===== src/rtl/shift_reg_pkg.sv =====
// Mode encodings shared by the universal shift register and its bench.
package shift_reg_pkg;
    localparam logic [2:0] MODE_HOLD = 3'b000;
    localparam logic [2:0] MODE_LOAD = 3'b001;
    localparam logic [2:0] MODE_SHL  = 3'b010;
    localparam logic [2:0] MODE_SHR  = 3'b011;
    localparam logic [2:0] MODE_ROL  = 3'b100;
    localparam logic [2:0] MODE_ROR  = 3'b101;
    localparam logic [2:0] MODE_ASR  = 3'b110;
    localparam logic [2:0] MODE_CLR  = 3'b111;
endpackage


===== src/rtl/reg_rst_en.sv =====
// WIDTH-bit register with asynchronous active-high reset and load enable.
module reg_rst_en #(
    parameter int unsigned      WIDTH       = 8,
    parameter logic [WIDTH-1:0] RESET_VALUE = '0
) (
    input  logic             clk,
    input  logic             reset,
    input  logic             en,
    input  logic [WIDTH-1:0] d,
    output logic [WIDTH-1:0] q
);
    always_ff @(posedge clk or posedge reset) begin
        if (reset) begin
            q <= RESET_VALUE;
        end else if (en) begin
            q <= d;
        end
    end
endmodule


===== src/rtl/shift_reg_universal.sv =====
// Universal register: hold, load, clear, shifts and rotates with serial in/out.
module shift_reg_universal
    import shift_reg_pkg::*;
#(
    parameter int unsigned WIDTH       = 8,
    parameter logic [63:0] RESET_VALUE = '0
) (
    input  logic             clk,
    input  logic             reset,
    input  logic             en,
    input  logic [2:0]       mode,
    input  logic [WIDTH-1:0] d,
    input  logic             sin,
    output logic [WIDTH-1:0] q,
    output logic             so_msb,
    output logic             so_lsb,
    output logic             zero
);
    logic [WIDTH-1:0] q_next;

    // A single-bit register has no neighbours, so shifts reduce to sin and rotates to q.
    if (WIDTH == 1) begin : g_w1
        always_comb begin
            q_next = q;
            case (mode)
                MODE_LOAD:          q_next = d;
                MODE_SHL, MODE_SHR: q_next = sin;
                MODE_CLR:           q_next = '0;
                default:            q_next = q;
            endcase
        end
    end else begin : g_wn
        always_comb begin
            q_next = q;
            case (mode)
                MODE_HOLD: q_next = q;
                MODE_LOAD: q_next = d;
                MODE_SHL:  q_next = {q[WIDTH-2:0], sin};
                MODE_SHR:  q_next = {sin, q[WIDTH-1:1]};
                MODE_ROL:  q_next = {q[WIDTH-2:0], q[WIDTH-1]};
                MODE_ROR:  q_next = {q[0], q[WIDTH-1:1]};
                MODE_ASR:  q_next = {q[WIDTH-1], q[WIDTH-1:1]};
                MODE_CLR:  q_next = '0;
                default:   q_next = q;
            endcase
        end
    end

    reg_rst_en #(
        .WIDTH       (WIDTH),
        .RESET_VALUE (RESET_VALUE[WIDTH-1:0])
    ) u_reg (
        .clk   (clk),
        .reset (reset),
        .en    (en),
        .d     (q_next),
        .q     (q)
    );

    assign so_msb = q[WIDTH-1];
    assign so_lsb = q[0];
    assign zero   = (q == '0);
endmodule


===== config.mk =====
export PLATFORM = sky130hd
export DESIGN_NAME = shift_reg_universal
export DESIGN_NICKNAME = d
export VERILOG_FILES = /design/src/rtl/shift_reg_pkg.sv /design/src/rtl/reg_rst_en.sv /design/src/rtl/shift_reg_universal.sv
export SDC_FILE = /design/constraint.sdc
export NUM_CORES = 1
export LEC_CHECK = 0
export ABC_CLOCK_PERIOD_IN_PS = 2200
export BUFFER_PORTS_ARGS = -buffer_cell sky130_fd_sc_hd__buf_2
export CORE_MARGIN = 1.5
export CORE_UTILIZATION = 46
export CTS_BUF_LIST = sky130_fd_sc_hd__clkbuf_16
export DETAILED_ROUTE_END_ITERATION = 16
export PLACE_DENSITY = 0.76
export SYNTH_ARGS = -nofsm -noshare
export SYNTH_HDL_FRONTEND = slang
export SYNTH_SLANG_ARGS = --single-unit

===== constraint.sdc =====
create_clock -name clk -period 2.2 [get_ports clk]
set_clock_uncertainty 0.15 [all_clocks]
set_input_delay 0.66 -clock clk [delete_from_list [all_inputs] [get_ports clk]]
set_output_delay 0.66 -clock clk [all_outputs]
set_load 0.02 [all_outputs]

# Word level (Yosys, flattened, before mapping)
# Index checks and enable logic that the tools add are counted.
dict set report totals {
  in_bits 15
  ff_bits 8
  elab_cells 16
  out_inout_bits 11
}
dict set report classes {
  n_eq_ne 7
  n_bitwise 2
  mux 1
  reduce_logical 4
}
# cell count
set ops {}
lappend ops {{$pmux 8 s7} 1}
lappend ops {{$eq 3x3->1 const B} 4}
lappend ops {{$logic_not 8->1} 1}
lappend ops {{$eq 3x2->1 const B} 2}
lappend ops {{$eq 3x1->1 const B} 1}
lappend ops {{$logic_not 3->1} 1}
lappend ops {{$reduce_and 3->1} 1}
lappend ops {{$not 1->1} 2}
lappend ops {{$reduce_and 2->1} 1}

# Logic depth before layout (Yosys ltp)
# Gate-level depths: netlist (run 1).
dict set report depth {
  word_depth 3
  mapped_depth 6
  depth_no_buf 4
}

# Cells and area by module
# From an unflattened synthesis (run 1), not the netlist that was laid out.
dict set report unflattened {
  cells_unflattened 83
  hier_area_um2 787.0
}
# mod cells_each seq_area_each_um2 area_each_um2 instances
set modules_own_cells {}
lappend modules_own_cells {shift_reg_universal 65 0.0 451.7 1}
lappend modules_own_cells {reg_rst_en 18 200.2 335.3 1}

# Least setup slack after synthesis (run 1)
# OpenSTA, ideal clock, no wires.
dict set report synth_path {
  path_kind {reg-to-output}
  startpoint {register u_reg.q[5]}
  endpoint {output zero}
  n_path_buf 0
  t_arrival_ns 1.314
  path_stages_with_launch 3
  slack_ns 0.076
  t_required_ns 1.390
  cell_sequence {dfrtp_1 > or4_1 > nor2_1}
}
dict set report synth_between {
  elab_chain_len 1
}
# element line_no
set synth_lines {}
lappend synth_lines {{start, declared} reg_rst_en.sv:10} ;# output logic [WIDTH-1:0] q
lappend synth_lines {{start signal, assigned} reg_rst_en.sv:14} ;# q <= RESET_VALUE;
lappend synth_lines {{start signal, assigned} reg_rst_en.sv:16} ;# q <= d;
lappend synth_lines {{$logic_not 8->1} shift_reg_universal.sv:62} ;# assign zero = (q == '0);
lappend synth_lines {{end, declared} shift_reg_universal.sv:17} ;# output logic zero
# Every way passes these cells.

# Final worst setup path (run 1)
dict set report layout_path {
  startpoint {register u_reg.q[3]}
  endpoint {output zero}
}
# The elaborated chain is that of the path after synthesis.

==> results by group, run 1 <==
Final layout
  • Synth-to-layout area growth: 38.3%
  • Regs by FF count: u_reg.q (8)
  • Share of layout cells above drive strength 1: 41.3%
  • Multi-input gate area: 400 um^2
  • Sequential Area: 200 um^2
  • Largest register FFs: 8
  • Filler Cells Inserted: 107
  • Reg with most FFs: u_reg.q
  • Ant diodes: 0
  • Final Net Count: 126

Route
  • Wire length per cell: 13.4 um
  • Via-per-instance ratio: 5.39
  • # DRC: 0
  • Final wirelength: 1660 um
  • Via count: 668
  • Routed Antenna Nets: 0
  • Drt initial violations: 12
  • DRT Pass-1 Iters: 4

Critical path
  • Critical path data arrival time: 1.37 ns
  • Reg2reg start: u_reg.q[7]$_DFFE_PP0P_
  • Critical path peak fanout: 2
  • Crit Path Category: reg -> out
  • Crit path capture type: output pin
  • CP Data Required Time: 1.39 ns
  • Worst reg2reg endpoint: u_reg.q[0]$_DFFE_PP0P_
  • Reg2reg setup slack: 0.91 ns
  • CP Cell Sequence: or4_1, nor2_2, buf_6
  • Worst path slowest cell: or4_1
  • Critical Path Source Type: flip-flop
  • Max incr delay on CP: 0.53 ns
  • Reg2Reg Depth: 5

GRT
  • Initial antenna violation count: 0
  • Grt ovf: 0
  • Largest net degree at the start of global routing: 15
  • Vias in the first global route: 571
  • First-pass GRT wire length: 2590 um
  • Total GRT Usage: 24.2%

Power and ir drop
  • Peak VDD IR: 0.000615 V
  • Power Internal: 0.000541 W
  • Combinational power share: 37.7%
  • Tot Pwr: 0.000789 W
  • Part of the power in registers: 24.6%
  • Power Density: 865 nW/um^2
  • Switching Power: 0.000248 W
  • Leakage: 0.488 nW
  • Clock power frac: 37.8%
  • Sw Share: 31.4%

STA
  • Setup TNS: 0 ns
  • Fin. max-slew vios: 0
  • Hold Vio Cnt, Final: 0
  • Max-slew headroom: 76.3%
  • Period utilization: 99.1%
  • Period minus WS final: 2.18 ns
  • Final setup viols: 0
  • RSZ-0062 raised after global routing: yes
  • Fmax: 0.459 GHz
  • Slew @ Worst Pin: 0.355 ns

Floorplanning
  • Row cnt: 13
  • Die W: 40.9 um
  • Die area: 1670 um^2
  • Initial core utilization: 50.0%
  • # IOs: 26
  • Core area: 1320 um^2
  • Die Ht: 40.9 um

Clocking
  • Clock latency on the worst-skew pair: 0.23 ns
  • Worst-path clk slew: 0.03 ns
  • Sink Count: 8
  • CTS Buf Count: 3
  • Longest Clk Path Bufs: 2
  • CTS tree: built
  • Root Buffer: clkbuf_16
  • CTS H-tree lvls: 1

Synthesis
  • Leading cell types by count after synthesis: nand2_1 (9), nor2_1 (9), dfrtp_1 (8), o21ai_1 (8)
  • Synth Cell Area: 659 um^2
  • Ys flop type: dfrtp_1
  • Synthesized flop and latch total: 8
  • Synth unique cells: 26
  • Post-Syn Instances: 77
  • Warnings, synthesis: 0
  • Sequential area share after synthesis: 30.4%
  • Syn Nets: 92
  • Main area contributors after synthesis: dfrtp_1 (30%), mux2i_1 (9.1%), a21o_1 (6.8%)
  • Syn_area_per_cell: 8.56 um^2
  • Ys async rst share: 100%
  • EDFF count, synth: 0
  • Post-synth top area share: 30.4%
  • Yosys top cell by area: dfrtp_1

Outcome
  • Status: complete, no violations

Run
  • Max Cap Viol: 0

Placement
  • IO Port Bufs: 25
  • DP Wirelength: 1210 um
  • Gp weighted congestion: 0.834

Min path
  • Hold crit path type: in -> async
==> final cells by class <==
| class | instances | area share [%] |
|---|---|---|
| Multi-Input combinational cell | 61 | 43.9 |
| Timing Repair Buffer | 36 | 23.5 |
| Clock buffer | 3 | 8.23 |
| Inverter | 1 | 0.412 |
| Tap cell | 15 | 2.06 |
| Sequential cell | 8 | 21.9 |
==> placed cells by master (no fill, tap or decap), drive strengths merged <==
master and instances:
o32ai 1, nor3b 1, o22ai 7, o21a 1, a21o 6, nor3 2
nand2 9, dfrtp 8, mux2i 6, or4 2, nor2b 1, mux2 1
nand2b 1, o21ai 9, buf 36, inv 1, or2 1, a21oi 1
and3b 1, nor2 9, and2 1, o2bb2ai 1, clkbuf 3
==> worst max-delay path, delay by kind of cell, from the launching register on <==
family | cells | cell delay (ns)
DFF | 1 | 0.36
and+or+nand+nor | 2 | 0.66
buffers and inverters | 1 | 0.12
==> worst max-delay path by stage <==
stage | start | slack, ns | cells past startpoint | end
6_report | u_reg.q[3]$_DFFE_PP0P_ | 0.02 | 3 | zero
4_1_cts | u_reg.q[5]$_DFFE_PP0P_ | 0.00008 | 3 | zero
2_1_floorplan | u_reg.q[5]$_DFFE_PP0P_ | 0.08 | 2 | zero
3_3_place_gp | u_reg.q[5]$_DFFE_PP0P_ | 0.18 | 3 | zero
3_5_place_dp | u_reg.q[5]$_DFFE_PP0P_ | 0.16 | 3 | zero
5_1_grt | u_reg.q[3]$_DFFE_PP0P_ | -0.01 | 3 | zero
==> kinds of logic (layout without fill, tap and decap cells) <==
group,after synthesis,in the layout,synth area share [%]
AO/OA/AOI/OAI,26,26,28.7
buffers and inverters,8,40,9.87
flip-flops,8,8,30.4
multiplexers,7,7,10.8
AND/OR/NAND/NOR,28,28,20.3
==> metal layers <==
| layer | vias up | GRT usage (%) | wire length (um) |
|---|---|---|---|
| met5 | - | 0 | 0 |
| met4 | 0 | 7.50 | 9 |
| met3 | 2 | 6.52 | 74 |
| met2 | 16 | 34.8 | 755 |
| met1 | 309 | 34.6 | 824 |
| li1 | 341 | - | - |
==> power groups by stage <==
| stage | Sequential [W] | Clock, W | Combinational, W |
|---|---|---|---|
| after global routing | 0.000197 | 0.000316 | 0.000323 |
| after CTS | 0.000192 | 0.000305 | 0.000291 |
| after global placement | 0.000202 | 0 | 0.000262 |
| after detailed placement | 0.000204 | 0 | 0.000263 |
| after floorplan | 0.000246 | 0 | 0.000131 |
| final | 0.000194 | 0.000298 | 0.000297 |
==> metrics by stage <==
| stage | cell area [um^2] | hold slack, ns | util (%) | cells | worst slack [ns] |
|---|---|---|---|---|---|
| floorplan | 659 | 0.326 | - | 77 | 0.0755 |
| global placement | 802 | 0.408 | 60.9 | 118 | 0.181 |
| detailed placement | 802 | 0.425 | 60.9 | 118 | 0.156 |
| CTS | 902 | 0.230 | 68.5 | 124 | 0.0000770 |
| global route | 912 | 0.252 | 69.2 | 124 | -0.0102 |
| finish | 912 | 0.224 | 69.2 | 124 | 0.0190 |
==> repair_timing <==
action	in CTS	in global routing
setup endpoints to repair	1	1
cloned	0	0
pin swaps	0	1
gates resized for setup	1	3
hold buffers	0	0
buffers inserted	3	0
(Power assumes the default switching activity.)
==> run 2: changes to the inputs <==
--- a/config.mk
+++ b/config.mk
@@ -12,6 +12,7 @@
 export CTS_BUF_LIST = sky130_fd_sc_hd__clkbuf_16
 export DETAILED_ROUTE_END_ITERATION = 16
 export PLACE_DENSITY = 0.76
+export SETUP_SLACK_MARGIN = 0.15
 export SYNTH_ARGS = -nofsm -noshare
 export SYNTH_HDL_FRONTEND = slang
 export SYNTH_SLANG_ARGS = --single-unit
==> constraint.sdc (replaced) <==
create_clock -name clk -period 2.2 [get_ports clk]
set_clock_uncertainty 0.15 [all_clocks]
set_input_delay 0.11 -clock clk [delete_from_list [all_inputs] [get_ports clk]]
set_output_delay 0.11 -clock clk [all_outputs]
set_load 0.02 [all_outputs]
==> run 2 against run 1 <==
Power decreased by 5.4%. Routed wire length decreased by 4.6%. Utilization decreased by 5.9 points. Hold slack got worse by 0.21 ns. Critical path type unchanged. Largest power group unchanged.
==> results by group, run 2 (synthesis results as in run 1) <==
Outcome
  • Status: complete, no violations

Placement
  • DP Wirelength: 1100 um (-8.7%)
  • Gp weighted congestion: 0.897 (+7.5%)
  • Post-place setup slack: 0.716 ns (+0.560 ns)
  • IO Port Bufs: 25 (unchanged)

Floorplanning
  • Die Ht: 40.9 um (unchanged)
  • Core area: 1320 um^2 (unchanged)
  • Row cnt: 13 (unchanged)
  • # IOs: 26 (unchanged)
  • Die area: 1670 um^2 (unchanged)
  • Initial core utilization: 50.0% (unchanged)
  • Die W: 40.9 um (unchanged)

STA
  • Period minus WS final: 1.73 ns (-0.454 ns)
  • RSZ-0062 raised after global routing: no
  • Final setup viols: 0 (unchanged)
  • Setup ws final: 0.473 ns (+0.454 ns)
  • Max-slew headroom: 70.7% (-5.6 points)
  • Fmax: 0.579 GHz (+26%)
  • Fin. max-slew vios: 0 (unchanged)
  • Hold Vio Cnt, Final: 0 (unchanged)
  • Hold slack final: 0.0110 ns (-0.213 ns)
  • Setup TNS: 0 ns (unchanged)
  • Slew @ Worst Pin: 0.440 ns (+0.0851 ns)
  • Period utilization: 78.5% (-21 points)

Final layout
  • Share of layout cells above drive strength 1: 33.0% (-8.3 points)
  • Synth-to-layout area growth: 26.6%
  • Largest register FFs: 8 (unchanged)
  • Fin util: 63.3% (-5.9 points)
  • Most common cell after layout, fill and taps aside: buf_2
  • Ant diodes: 0 (unchanged)
  • Final Net Count: 117 (-7.1%)
  • Regs by FF count: u_reg.q (8)
  • Reg with most FFs: u_reg.q
  • Filler Cells Inserted: 114 (+6.5%)
  • Highest-count cells in the layout ignoring fill and taps: buf_2 (25), nor2_1 (9), nand2_1 (9)

Critical path
  • Critical path peak fanout: 6 (+4)
  • Crit Path Category: reg -> out
  • Critical path data arrival time: 1.47 ns (+0.10 ns)
  • Reg2Reg Depth: 3 (-2)
  • CP Data Required Time: 1.94 ns (+0.55 ns)
  • Crit path capture type: output pin
  • Critical Path Source Type: flip-flop

Clocking
  • Root Buffer: clkbuf_16
  • CTS Buf Count: 3 (unchanged)
  • Sink Count: 8 (unchanged)
  • Longest Clk Path Bufs: 2 (unchanged)
  • Setup bufs post-CTS: 0 (-3)
  • CTS tree: built
  • Resized cells post-CTS: 0 (-1)
  • Worst-path clk slew: 0.04 ns (about the same)
  • CTS H-tree lvls: 1 (unchanged)
  • Clock latency on the worst-skew pair: 0.23 ns (about the same)

GRT
  • Total GRT Usage: 21.4% (-2.8 points)
  • First-pass GRT wire length: 2280 um (-12%)
  • Grt ovf: 0 (unchanged)
  • Initial antenna violation count: 0 (unchanged)
  • Largest net degree at the start of global routing: 16 (+1)
  • Vias in the first global route: 481 (-16%)

Min path
  • Hold crit path type: in -> reg
  • Hold path cells: 3

Route
  • Via count: 644 (-3.6%)
  • Via-per-instance ratio: 5.60 (+4.0%)
  • Drt initial violations: 4 (-8)
  • Routed Antenna Nets: 0 (unchanged)
  • # DRC: 0 (unchanged)
  • Wire length per cell: 13.8 um (+2.9%)
  • DRT Pass-1 Iters: 4 (unchanged)
  • Final wirelength: 1590 um (-4.6%)

Power and ir drop
  • Leakage: 0.441 nW (-9.7%)
  • Tot Pwr: 0.000746 W (-5.4%)
  • Peak VDD IR: 0.000520 V (-15%)
  • Power Density: 894 nW/um^2 (+3.3%)

Run
  • Max Cap Viol: 0 (unchanged)
run 2: changes by cell type in the layout (fill, tap and decap cells not counted):
cell / delta
nor2_2: -1
dlygate4sd3_1: +1
buf_4: -10
or4_1: +1
nor2_1: +1
buf_6: -1
buf_2: +1
or4_4: -1
run 2: layout make-up:
cell class | instances | area (um^2) | area share (%)
flip-flops and latches | 8 | 200 | 24.0
multi-input cells | 61 | 394 | 47.2
inverters | 1 | 3.75 | 0.450
clock buffers | 3 | 75.1 | 9.00
repair buffers | 27 | 143 | 17.1
well taps | 15 | 18.8 | 2.25
run 2: timing repair:
action | 4_1_cts | 5_1_grt
endpoints found under the setup margin | 0 | 0
hold buffers | 1 | 0
hold endpoints to repair | 8 | 0
run 2: metrics by stage:
stage | std cells | cell area (um^2)
floorplan | 77 | 659
global placement | 111 | 749
detailed placement | 111 | 749
CTS | 115 | 835
global route | 115 | 835
finish | 115 | 835
run 2: path summary, 6_finish.rpt:
kind,start,end,slack (ns)
min reg2reg,u_reg.q[1]$_DFFE_PP0P_,u_reg.q[1]$_DFFE_PP0P_,0.43
max in group asynchronous,reset,u_reg.q[6]$_DFFE_PP0P_,1.43
min in group asynchronous,reset,u_reg.q[2]$_DFFE_PP0P_,0.23
max reg2reg,u_reg.q[6]$_DFFE_PP0P_,u_reg.q[7]$_DFFE_PP0P_,0.96
max,u_reg.q[5]$_DFFE_PP0P_,zero,0.47
min,d[0],u_reg.q[0]$_DFFE_PP0P_,0.01
run 2: critical path: stages, from the launching register on:
cell	delay, ns
dfrtp_1	0.42
or4_1	0.55
nor2_1	0.11
buf_2	0.17
run 2: power breakdown:
part / switching [W] / leakage [nW] / internal (W)
sequential: 0.0000444 / 0.100 / 0.000176
combinational: 0.000128 / 0.304 / 0.0000929
clock: 0.0000711 / 0.0370 / 0.000234
run 2: layer usage:
metal,part of all wire (%),global-route usage (%)
met1,50,32.7
met2,42,27.3
met3,5.9,6.52
met4,1.3,7.50
met5,0,0
